--- src/rtl/serial_comparator.sv ---
// Bit-serial magnitude comparator: scans captured operands MSB first, one bit per
// clock, and stops at the first differing bit. Supports unsigned and two's-complement modes.
module serial_comparator #(
    parameter int unsigned WIDTH = 8
) (
    input  logic             clk,
    input  logic             rst,
    input  logic             start,
    input  logic             signed_mode,
    input  logic [WIDTH-1:0] a,
    input  logic [WIDTH-1:0] b,
    output logic             busy,
    output logic             done,
    output logic             g,
    output logic             e,
    output logic             l
);

    localparam int unsigned IW = (WIDTH > 1) ? $clog2(WIDTH) : 1;
    localparam logic [IW-1:0] TOP_IDX = IW'(WIDTH - 1);

    typedef enum logic {
        IDLE,
        RUN
    } state_t;

    state_t           state_q, state_d;
    logic [WIDTH-1:0] a_q, a_d;
    logic [WIDTH-1:0] b_q, b_d;
    logic             sm_q, sm_d;
    logic [IW-1:0]    idx_q, idx_d;
    logic             busy_d, done_d, g_d, e_d, l_d;
    logic             bit_a, bit_b;

    // State and registered outputs
    always_ff @(posedge clk or posedge rst) begin
        if (rst) begin
            state_q <= IDLE;
            a_q     <= '0;
            b_q     <= '0;
            sm_q    <= 1'b0;
            idx_q   <= TOP_IDX;
            busy    <= 1'b0;
            done    <= 1'b0;
            g       <= 1'b0;
            e       <= 1'b0;
            l       <= 1'b0;
        end else begin
            state_q <= state_d;
            a_q     <= a_d;
            b_q     <= b_d;
            sm_q    <= sm_d;
            idx_q   <= idx_d;
            busy    <= busy_d;
            done    <= done_d;
            g       <= g_d;
            e       <= e_d;
            l       <= l_d;
        end
    end

    assign bit_a = a_q[idx_q];
    assign bit_b = b_q[idx_q];

    // Next-state and next-output logic
    always_comb begin
        state_d = state_q;
        a_d     = a_q;
        b_d     = b_q;
        sm_d    = sm_q;
        idx_d   = idx_q;
        busy_d  = busy;
        done_d  = 1'b0;
        g_d     = g;
        e_d     = e;
        l_d     = l;

        case (state_q)
            IDLE: begin
                if (start) begin
                    a_d     = a;
                    b_d     = b;
                    sm_d    = signed_mode;
                    idx_d   = TOP_IDX;
                    g_d     = 1'b0;
                    e_d     = 1'b0;
                    l_d     = 1'b0;
                    busy_d  = 1'b1;
                    state_d = RUN;
                end
            end
            RUN: begin
                if (bit_a != bit_b) begin
                    // In signed mode the sign bit has inverted weight
                    if (sm_q && (idx_q == TOP_IDX)) begin
                        g_d = ~bit_a;
                        l_d = bit_a;
                    end else begin
                        g_d = bit_a;
                        l_d = ~bit_a;
                    end
                    done_d  = 1'b1;
                    busy_d  = 1'b0;
                    state_d = IDLE;
                end else if (idx_q == '0) begin
                    e_d     = 1'b1;
                    done_d  = 1'b1;
                    busy_d  = 1'b0;
                    state_d = IDLE;
                end else begin
                    idx_d = idx_q - IW'(1);
                end
            end
            default: begin
                state_d = IDLE;
                busy_d  = 1'b0;
            end
        endcase
    end

endmodule
--- config.mk ---
export PLATFORM = sky130hd
export DESIGN_NAME = serial_comparator
export DESIGN_NICKNAME = d
export VERILOG_FILES = /design/src/rtl/serial_comparator.sv
export SDC_FILE = /design/constraint.sdc
export NUM_CORES = 1
export LEC_CHECK = 0
export CAP_MARGIN = 40
export CORE_MARGIN = 1.5
export CORE_UTILIZATION = 45
export DETAILED_ROUTE_END_ITERATION = 16
export HOLD_SLACK_MARGIN = 0.15
export PLACE_DENSITY = 0.74
export SLEW_MARGIN = 10
export SYNTH_ARGS = -nofsm -noshare
export SYNTH_HDL_FRONTEND = slang
export SYNTH_SLANG_ARGS = --single-unit
--- constraint.sdc ---
create_clock -name clk -period 2 [get_ports clk]
set_input_delay 0.4 -clock clk [delete_from_list [all_inputs] [get_ports clk]]
set_output_delay 0.4 -clock clk [all_outputs]
set_load 0.02 [all_outputs]
==> out/results.ini <==
[worst_setup_path]
critical_path.startpoint=idx_q[0]
crit_fanout=6
required_ps=2260
critical_path_arrival_ps=2400
start_kind=register
end_kind=register
path_class=register to register
reg2reg_slack_ps=-140
r2r_cells=5
r2r-end=idx_q[1]
r2r_start=idx_q[0]

[cells_and_area]
final_core_util_pct=59.7
fill_cells=245
fin_cells=190
multi_input_area_um2=607
final_cell_mix=nand2_1 (58), clkdlybuf4s50_1 (24), dfrtp_1 (23)
fin_area_um2=1630
layout_commonest_cell=nand2_1
diodes=0
seq_area_um2=654
nets=183
drive_above_1_share_pct=14.5
area_delta_synth_final_pct=27.6

[synth]
synth_cell_types=31
synthArstFlopShare_pct=100
yosys_warnings=0
ys_seq_area_share_pct=51.1
syn-num-nets=155
syn_area_um2=1280
ys.flop_type=dfrtp_1
ys_seq_elements=26
synth_cells=132
synth_area_per_cell_um2=9.70
synth_edf_count=0

[pwr]
seqPwrFrac_pct=37.7
swShare_pct=38.1
intPower_mw=1.63
vdd_drop_max_mv=1.11
finalPower_mw=2.63
p_sw_mw=1.00
power.density_nw_per_um2=1610
leakagePower_nw=0.772
pwr-share-clk_pct=10.1
p_comb_share_pct=52.2

[status]
outcome=finished, violations left
violations=setup timing

[timing]
finalWorstSetupSlack_ps=-140
fin_crit_ps=2140
worstMarginPinSlew_ps=408
fmax_mhz=467
slew_headroom_pct=72.8
skew_ps=5.90
period_share_pct=107
slew_violations=0
hold_violations=0
tns_ps=-482
rsz0062_at_grt=yes
final-setup-viol-count=7

[cts]
cts_buffer_depth=2
cts_tree=yes
cts_buffers=3
cts_root_buf=clkbuf_4
clk_pin_slew_ps=140
clkLatencyLatePin_ps=320
cts_sinks=26
cts-htree-levels=1
ctsHoldBuffers=0

[worst_hold_path]
hold_class=primary input to async pin

[detailed_routing]
first_pass_iters=4
drc_errors=0
drtAntennaViolNets=0
first_iter_violations=20
viasPerCell=5.14
dr_total_vias=977
post_drt_wl_per_cell_um=12.6
wirelength_mm=2.39

[global_route]
antenna_found_initial=0
grt_pass1_wl_mm=4.35
grt_max_degree=27
track_usage_pct=17.5
grt_pass1_vias=1025
grt.overflow.total=0

[die]
io_pins=25
initial_core_util_pct=46.8
die_h_um=56.3
dieArea_um2=3170
rows=19
die_x_um=56.3
core_region_area_um2=2730

[place]
detailed_place_hpwl_mm=1.75
post-place-cells=184
place_area_um2=1580
port_buffers=24
globalplace.congestion=0.790

[flow_run]
cap_violations=0

logic make-up (layout without fill, tap and decap cells):
logic type	after synthesis	count (layout)	synth area share [%]
compound gates	7	7	4.11
xor+xnor	1	1	1.27
fa+ha+maj	3	3	2.93
buf+inv	10	37	3.52
flops	26	26	51.1
mux	8	8	11.2
simple gates	77	77	25.8
power groups by stage:
| stage | Sequential [mW] | Clock, mW | Combinational [mW] |
|---|---|---|---|
| 6_report | 0.991 | 0.265 | 1.37 |
| 3_5_place_dp | 1.01 | 0 | 1.32 |
| 2_1_floorplan | 0.930 | 0 | 1.10 |
| 3_3_place_gp | 0.997 | 0 | 1.28 |
| 5_1_grt | 1.04 | 0.289 | 1.50 |
| 4_1_cts | 0.995 | 0.276 | 1.35 |
critical path, stage by stage, from the launching register on:
cell and delay, ps:
dfstp_2 630, mux4_2 550, mux2i_4 260, xor2_4 230
and3_4 210, mux2i_1 180
sequential cells by signal, indices dropped and copies added (netlist names):
name and flops:
a_q 8, state_q 1, b_q 8, done 1, sm_q 1, busy 1, e 1, idx_q 3
g 1, l 1
worst max path at each step:
stage,to,slack [ps],cells past startpoint
3_3_place_gp,idx_q[1],-90,5
2_1_floorplan,idx_q[1],-60,6
4_1_cts,idx_q[1],-140,5
5_1_grt,idx_q[1],-250,5
6_report,idx_q[1],-140,5
3_5_place_dp,idx_q[1],-130,5
area by class of cell:
cell class / instances / area share (%)
Clock buffer: 4 / 2.22
Inverter: 3 / 0.690
Multi-Input combinational cell: 96 / 37.2
Sequential cell: 26 / 40.1
Tap cell: 31 / 2.38
Timing Repair Buffer: 30 / 17.5
routing by layer:
| metal | global-route usage [%] | up-vias | wire, um |
|---|---|---|---|
| li1 | - | 486 | - |
| met1 | 21.9 | 459 | 1080 |
| met2 | 29.7 | 27 | 1160 |
| met3 | 2.53 | 5 | 100 |
| met4 | 8.50 | 0 | 47 |
| met5 | 0 | - | 0 |
cell usage after synthesis (2+ instances only):
cell type / n / share of area (%)
mux4_2: 4 / 7.0
mux2i_1: 2 / 1.6
nand3_1: 2 / 0.78
dfrtp_1: 23 / 45
dfstp_2: 3 / 6.2
nand2b_1: 3 / 1.5
nand2_1: 58 / 17
nor2b_1: 2 / 0.98
nor2_1: 4 / 1.2
inv_1: 3 / 0.88
clkbuf_1: 6 / 1.8
ha_1: 3 / 2.9
stage by stage:
stage / setup WS (ps) / hold slack, ps
final: -140 / 411
after global routing: -248 / 465
after CTS: -138 / 419
after detailed placement: -130 / 466
after global placement: -87.2 / 457
after floorplan: -63.6 / 438
repair_timing:
action,in CTS,in global routing
endpoints found under the setup margin,8,9
setup buffers,1,1
pin swaps,5,1
gates resized for setup,1,0
cloned,0,0
No activity file was read; power rests on OpenSTA's default activity.
